--- src/rtl/fu_broadcast_queue.sv ---
// fu_broadcast_queue: collects one-cycle done pulses from the functional
// units into per-FU capture slots, picks one slot per cycle round-robin,
// queues it in a FIFO and broadcasts one {tag, result} per cycle on the CDB.
//
// Ports:
//   clk, rst             clock, synchronous active-high reset
//   fu_done/tag/result   per-FU result pulse with packed tag/result buses
//   fu_queued            combinational per-FU acknowledge (captured this cycle)
//   cdb_stall            CDB cannot accept this cycle
//   cdb_valid/tag/data   broadcast entry (head of FIFO, zero when empty)
//   count/full/empty     FIFO occupancy status
//
// Optional feature: define BCQ_BYPASS_EN to let a grant into an empty,
// unstalled queue drive the CDB in the same cycle instead of being pushed.
module fu_broadcast_queue #(
    parameter int unsigned NUM_FU     = 4,
    parameter int unsigned DATA_WIDTH = 32,
    parameter int unsigned TAG_WIDTH  = 7,
    parameter int unsigned DEPTH      = 4
) (
    input  logic                           clk,
    input  logic                           rst,
    input  logic [NUM_FU-1:0]              fu_done,
    input  logic [NUM_FU*TAG_WIDTH-1:0]    fu_tag,
    input  logic [NUM_FU*DATA_WIDTH-1:0]   fu_result,
    output logic [NUM_FU-1:0]              fu_queued,
    input  logic                           cdb_stall,
    output logic                           cdb_valid,
    output logic [TAG_WIDTH-1:0]           cdb_tag,
    output logic [DATA_WIDTH-1:0]          cdb_data,
    output logic [$clog2(DEPTH):0]         count,
    output logic                           full,
    output logic                           empty
);

    localparam int unsigned PTR_W = $clog2(DEPTH);
    localparam int unsigned CNT_W = PTR_W + 1;
    localparam int unsigned RR_W  = $clog2(NUM_FU);

    typedef struct packed {
        logic [TAG_WIDTH-1:0]  tag;
        logic [DATA_WIDTH-1:0] data;
    } entry_t;

    logic [NUM_FU-1:0] slot_valid;
    entry_t            slot_q [NUM_FU];
    logic [RR_W-1:0]   rr_ptr;
    entry_t            mem [DEPTH];
    logic [PTR_W-1:0]  head;
    logic [PTR_W-1:0]  tail;

    logic [NUM_FU-1:0] grant;
    logic              grant_any;
    logic [RR_W-1:0]   grant_idx;
    entry_t            grant_entry;
    logic              can_accept;
    logic              pop;
    logic              push;
    logic              bypass;

    assign full  = (count == CNT_W'(DEPTH));
    assign empty = (count == '0);

    // Only real FIFO entries are popped; a bypassed grant never enters the FIFO.
    assign pop        = ~empty & ~cdb_stall;
    assign can_accept = ~full | pop;

`ifdef BCQ_BYPASS_EN
    assign bypass = empty & ~cdb_stall & grant_any;
`else
    assign bypass = 1'b0;
`endif

    assign push = grant_any & ~bypass;

    // Round-robin: first valid slot at or after rr_ptr, wrapping.
    always_comb begin
        int unsigned idx;
        grant     = '0;
        grant_any = 1'b0;
        grant_idx = '0;
        idx       = 0;
        for (int unsigned k = 0; k < NUM_FU; k++) begin
            idx = 32'(rr_ptr) + k;
            if (idx >= NUM_FU) begin
                idx = idx - NUM_FU;
            end
            if (!grant_any && slot_valid[RR_W'(idx)] && can_accept) begin
                grant_any = 1'b1;
                grant_idx = RR_W'(idx);
            end
        end
        if (grant_any) begin
            grant[grant_idx] = 1'b1;
        end
    end

    assign grant_entry = slot_q[grant_idx];

    // A slot accepts a new result when empty or being drained this cycle.
    always_comb begin
        for (int unsigned i = 0; i < NUM_FU; i++) begin
            fu_queued[i] = fu_done[i] & ~rst & (~slot_valid[i] | grant[i]);
        end
    end

    // Capture slot valid bits and round-robin pointer.
    always_ff @(posedge clk) begin
        if (rst) begin
            slot_valid <= '0;
            rr_ptr     <= '0;
        end else begin
            for (int unsigned i = 0; i < NUM_FU; i++) begin
                if (fu_queued[i]) begin
                    slot_valid[i] <= 1'b1;
                end else if (grant[i]) begin
                    slot_valid[i] <= 1'b0;
                end
            end
            if (grant_any) begin
                rr_ptr <= (grant_idx == RR_W'(NUM_FU - 1)) ? '0 : grant_idx + RR_W'(1);
            end
        end
    end

    // Slot payload needs no reset; qualified by slot_valid.
    always_ff @(posedge clk) begin
        for (int unsigned i = 0; i < NUM_FU; i++) begin
            if (fu_queued[i]) begin
                slot_q[i].tag  <= fu_tag[i*TAG_WIDTH +: TAG_WIDTH];
                slot_q[i].data <= fu_result[i*DATA_WIDTH +: DATA_WIDTH];
            end
        end
    end

    // FIFO pointers and occupancy.
    always_ff @(posedge clk) begin
        if (rst) begin
            head  <= '0;
            tail  <= '0;
            count <= '0;
        end else begin
            if (push) begin
                tail <= tail + PTR_W'(1);
            end
            if (pop) begin
                head <= head + PTR_W'(1);
            end
            count <= count + CNT_W'(push) - CNT_W'(pop);
        end
    end

    always_ff @(posedge clk) begin
        if (push) begin
            mem[tail] <= grant_entry;
        end
    end

    // CDB drive: FIFO head, else the bypassed grant, else zero.
    always_comb begin
        cdb_valid = 1'b0;
        cdb_tag   = '0;
        cdb_data  = '0;
        if (!empty) begin
            cdb_valid = 1'b1;
            cdb_tag   = mem[head].tag;
            cdb_data  = mem[head].data;
        end else if (bypass) begin
            cdb_valid = 1'b1;
            cdb_tag   = grant_entry.tag;
            cdb_data  = grant_entry.data;
        end
    end

endmodule

--- config.mk ---
export PLATFORM = sky130hd
export DESIGN_NAME = fu_broadcast_queue
export DESIGN_NICKNAME = d
export VERILOG_FILES = /design/src/rtl/fu_broadcast_queue.sv
export SDC_FILE = /design/constraint.sdc
export NUM_CORES = 1
export LEC_CHECK = 0
export CAP_MARGIN = 40
export CORE_MARGIN = 8
export CORE_UTILIZATION = 37
export CTS_BUF_LIST = sky130_fd_sc_hd__clkbuf_16
export DETAILED_ROUTE_END_ITERATION = 7
export PLACE_DENSITY_LB_ADDON = 0.1
export SKIP_CTS_REPAIR_TIMING = 1
export SLEW_MARGIN = 10
export SYNTH_ARGS = -nofsm -noshare
export SYNTH_HDL_FRONTEND = slang
export SYNTH_SLANG_ARGS = --single-unit
--- constraint.sdc ---
create_clock -name clk -period 8.06 [get_ports clk]
set_clock_uncertainty 0.15 [all_clocks]
set_input_delay 0.806 -clock clk [delete_from_list [all_inputs] [get_ports clk]]
set_output_delay 0.806 -clock clk [all_outputs]
set_load 0.02 [all_outputs]
**After elaboration in Yosys (flattened, before gate mapping)**

Memories as Yosys holds them, arrays and structs flattened. A register that Yosys moved wholly into a read port is not among the register bits.
Cells that the tools add are included.

- Word-level logic and storage cells: 119
- Bits in writable memories: 312
- Flip-flop bits (word level): 13
- Output and inout port bits: 49
- Input bits: 163
- Memories kept: 2

- Reductions and logical operators: 16
- Eq/ne operators: 2
- $lt $le $gt $ge: 10
- Bitwise gates (word level): 22
- $add $sub $neg: 12
- Muxes and demuxes: 47

Memories:

| memory | words | bits a word | read ports | clocked after Yosys merged registers in | wr ports | line | source |
|---|---|---|---|---|---|---|---|
| mem | 4 | 39 | 1 | 1 | 1 | 48 | `entry_t mem [DEPTH];` |
| slot_q | 4 | 39 | 1 | 0 | 4 | 46 | `entry_t slot_q [NUM_FU];` |

Operators with widths:

| kind | count |
|---|---|
| $mux W32 | 1 |
| $mux W1 | 28 |
| $mux W2 | 11 |
| $lt A2 B3 Y1 const B | 5 |
| $and A1 B1 Y1 | 9 |
| $ge A3 B3 Y1 const B | 3 |
| $bmux W1 S2 | 4 |
| $logic_and A1 B1 Y1 | 8 |
| $not A1 Y1 | 8 |
| $reduce_bool A2 Y1 | 4 |
| $sub A2 B1 Y2 const B | 4 |
| $mux W7 | 1 |
| $add A2 B1 Y2 const B | 3 |
| $add A2 B2 Y3 const B | 2 |
| $or A1 B1 Y1 | 5 |
| $mux W4 | 1 |
| $add A2 B1 Y3 const B | 1 |
| $add A3 B1 Y3 | 1 |
| $eq A3 B3 Y1 const B | 1 |
| $ge A2 B3 Y1 const B | 1 |
| $logic_not A1 Y1 | 3 |
| $logic_not A3 Y1 | 1 |
| $sub A3 B1 Y3 | 1 |
| $demux W1 S2 | 1 |
| other kinds (2) | 2 |

**Logic depth before layout (Yosys ltp)**

- Depth in word-level cells: 27
- Gate-level depth with buffers: 11
- Mapped depth without buffers: 10

**Least setup slack after synthesis**

No wires, ideal clock.

- Kind: input to output
- From: input port cdb_stall
- To: output port fu_queued[3]
- Data required time: 7.104 ns
- Arrival: 4.834 ns
- Path slack: 2.270 ns
- Cell stages on the path: 6
- Cells stage by stage: and2_1 -> nor2_1 -> nand2_1 -> buf_2 -> o21ai_1 -> nor3b_1

- Longest elaborated chain between the ends: 24
- Elaborated cells on any way between the ends: 29
- Those cells by class: 2 x order compare; 11 x mux; 5 x bitwise; 11 x reduce/logical

RTL lines:

| item | line | source |
|---|---|---|
| from (decl) | 27 | `input logic cdb_stall,` |
| $not A1 Y1 (*) | 65 | `assign pop = ~empty & ~cdb_stall;` |
| $and A1 B1 Y1 (*) | 65 |  |
| $or A1 B1 Y1 (*) | 66 | `assign can_accept = ~full \| pop;` |
| $logic_and A1 B1 Y1 | 88 | `if (!grant_any && slot_valid[RR_W'(idx)] && can_accept) begin` |
| $mux W1 | 88 |  |
| $logic_not A1 Y1 | 88 |  |
| $logic_and A1 B1 Y1 (2 in a row) | 88 |  |
| $mux W1 | 88 |  |
| [... 7 more ...] | -- |  |
| $mux W2 | 88 |  |
| $lt A2 B3 Y1 (implied by the code) / $ge A2 B1 Y1 (equally long branches) | 94 | `grant[grant_idx] = 1'b1;` |
| $logic_and A1 B1 Y1 (implied by the code) | 94 |  |
| $mux W1 (implied by the code) | 94 |  |
| $demux W1 S2 | 94 |  |
| $mux W4 (*) | 93 | `if (grant_any) begin` |
| $or A1 B1 Y1 (*) | 103 | `fu_queued[i] = fu_done[i] & ~rst & (~slot_valid[i] \| grant[i]);` |
| $and A1 B1 Y1 (*) | 103 |  |
| to (decl) | 26 | `output logic [NUM_FU-1:0] fu_queued,` |

Mark *: on every way between the ends. The rest lies on a longest branch, timed or not.

**Final worst setup path**

Ends and elaborated chain as after synthesis.

==> run metrics <==
Setup-failing EPs final=0; Fin Hold WS=0.376 ns; switch share=30.4%; most frequent CP cell=clkdlybuf4s50_1; Initial Util=37.2%; die span in y=199 um; FMAX=191 MHz; Slew Limit Fails=0; slew margin rel.=41.1%; DP HPWL=between 20000 and 25000 um; Main synth FF type=edfxtp_1; # IOs=212; CTS tree=done; Seq/Total Area, Yosys=78.2%; GR met3 Demand/Resource=3.59%; GR Layer Usage met1=19.9%; synth top area cells=edfxtp_1, mux4_2, a221o_1; clk sinks=about 330; Clock power frac=roughly 27%; Cells after Synth=~670; CTS Root Cell=clkbuf_16; total core area=0.0332 mm2; Congestion Overflow GR=0; met2 global-route usage=26.7%; Worst Path Required=~7 ns; routed vias=about 6.8k; Crit path depth=8; Synth top cells by count=edfxtp_1, nand2_1, nor2b_1; CP max stage cell=clkdlybuf4s50_1; crit start category=input pin; max_cap viols=0; Max Fanout on Critical Path=25; Pre-Repair DR Iteration Count=5; Least-Margin Pin Slew=0.881 ns; vias per cell=4.91; H-tree Lvls=2; Sw Pwr=1.80 mW; Ys Warns=0; Crit Path Class=input pin to output port; RSZ-0062 raised after global routing=no; n_diodes=0; Synth cell types=35; number of global-route vias before repair=7636; R2R Path Start=count[1]; Reg power frac=40.9%; post-route cell area=about 0.016 mm2; ANT nets after route=0; 1st-iter DRT viols=382; die area=0.0395 mm2; Post-synth ARST share=0%; cell family with most CP delay=buffers and inverters; crit path launch=cdb_stall; Final Net Count=1072; number of synthesized flops with an enable pin=312; CTS Buf Count=36; Filler cells=~2.8k; pin count of the biggest net entering global routing=42; most common cell in the netlist=edfxtp_1; synthesis-stage register bit count=327; final hold violations=0; setup TNS=0 ns; R2R Path End=slot_q[1][15]; post-synth top area cell=edfxtp_1; Reg clk slew, reported paths=0.05 ns; R2R Setup Slk=4.40 ns; Final Core Density=49.1%; r2r worst-path depth=7; share of post-route cells with drive strength above 1=14.3%; Power Density=364 mW/mm2; Crit. End Element=output port; Clock Latency Late Sink=around 0.51 ns; Comb pwr share=about 32%; total global routing track utilization=roughly 16%; Bufs on Longest Clock Path=3; wire per inst=~23 um; P_int=a little over 4 mW; Yosys top cell area share=75.8%; Post-DP Area=roughly 0.015 mm2; PortBufs=211; global-route wire length before repair=46200 um; WP buf/inv=3; initial antenna violation count=1; Synth Net Count=838; die width=199 um; final WL=slightly above 30000 um; WP data arrival=4.27 ns; status=finished, final reports clean; Critical Path End=fu_queued[3]; Tmin final=5.22 ns; Leak=5.45 nW; Critical Path Max Stage Delay=0.69 ns; Area Overhead vs Synth=31.9%; crit path cell chain=clkdlybuf4s50_1 -> and2_1 -> nor2_1 -> nand2_2 -> o21ai_1 -> nor3b_2 -> buf_4 -> clkdlybuf4s50_1; Post-Syn Area per Cell=~18 um2; period utilisation layout=roughly two thirds; final routed DRC violation total=0; HP Class=flop to flop; synthesized cell area=0.0124 mm2; row count=67; Placer Congestion=0.814; Worst VDD drop=roughly 0.17 mV; GRT busiest layer=met2
[power by group through the flow]
stage               registers, mW  clock network (mW)  logic [mW]
floorplan                    2.43                   0        1.10
global placement             2.48                   0        1.84
detailed placement           2.47                   0        1.94
CTS                          2.43                1.65        1.95
global route                 2.46                1.71        2.04
finish                       2.43                1.60        1.90
[worst min-delay path by stage]
| stage | startpoint | end | cells past startpoint |
|---|---|---|---|
| after detailed placement | head[1] | flop | 2 |
| after CTS | head[1] | flop | 2 |
| after floorplan | head[1] | flop | 2 |
| final | head[1] | flop | 2 |
| after global routing | head[1] | flop | 2 |
| after global placement | head[1] | flop | 2 |
[kinds of logic (layout without fill, tap and decap cells)]
family	Yosys count	count (layout)	share of synthesized area, %
xor+xnor	7	7	0.496
mux	40	40	7.19
flops	327	327	78.2
compound gates	91	91	5.77
fa+ha+maj	6	6	0.668
simple gates	157	157	6.16
buf+inv	41	302	1.51
[per-stage QoR]
stage,cells,setup slack [ns],total power [mW]
2_1_floorplan,669,2.27,3.52
3_5_place_dp,1313,2.82,4.41
4_1_cts,1378,2.80,6.03
5_1_grt,1378,2.55,6.21
6_report,1378,2.84,5.93
3_3_place_gp,1310,2.63,4.32
[flip-flops by register name, summed over array words and instances, names as in the netlist, named ones only]
name	cells
count	3
slot_valid	4
tail	2
slot_q	156
rr_ptr	2
mem	156
head	2
[cell type report]
type	count	area [um2]	area share, %
clock inverters	28	254	1.56
inverters	6	22.5	0.138
clock buffers	37	926	5.68
well taps	448	561	3.44
flip-flops and latches	327	9670	59.3
multi-input cells	301	2560	15.7
repair buffers	231	2310	14.2
[tightest hold or removal path: cells and delay by family, from the launching register on]
kind	cells	cell delay [ns]
flip-flops	1	0.32
AND/OR/NAND/NOR	1	0.10
XOR/XNOR	1	0.07
[placed cells by master, fill, tap and decap left out, drive strengths merged]
master         synthesis  layout
nand2                 81      81
a211oi                 1       1
mux2i                  1       1
o31a                   1       1
a221o                 39      39
xor2                   3       3
nor2b                 46      46
a21boi                 1       1
clkbuf                15      37
clkinv                 0      17
fa                     1       1
ha                     5       5
xnor2                  4       4
nor4                   1       1
o32ai                  1       1
edfxtp               312     312
bufinv                 0       4
mux4                  39      39
clkinvlp               0       1
o21ai                  3       3
inv                    6      12
nor3b                  6       6
clkdlybuf4s50          0     211
and2                   5       5
a21oi                 42      42
nor3                   4       4
o22a                   1       1
dfxtp                 15      15
o32a                   1       1
o21ba                  1       1
nor2                  14      14
buf                   20      20
[routing by layer]
layer	wire [um]	part of all wire (%)	vias up
li1	-	-	3107
met4	736	2.4	2
met1	13300	43	3409
met2	15300	49	206
met5	11	0.035	-
met3	1640	5.3	47
No activity file was read; power rests on OpenSTA's default activity.
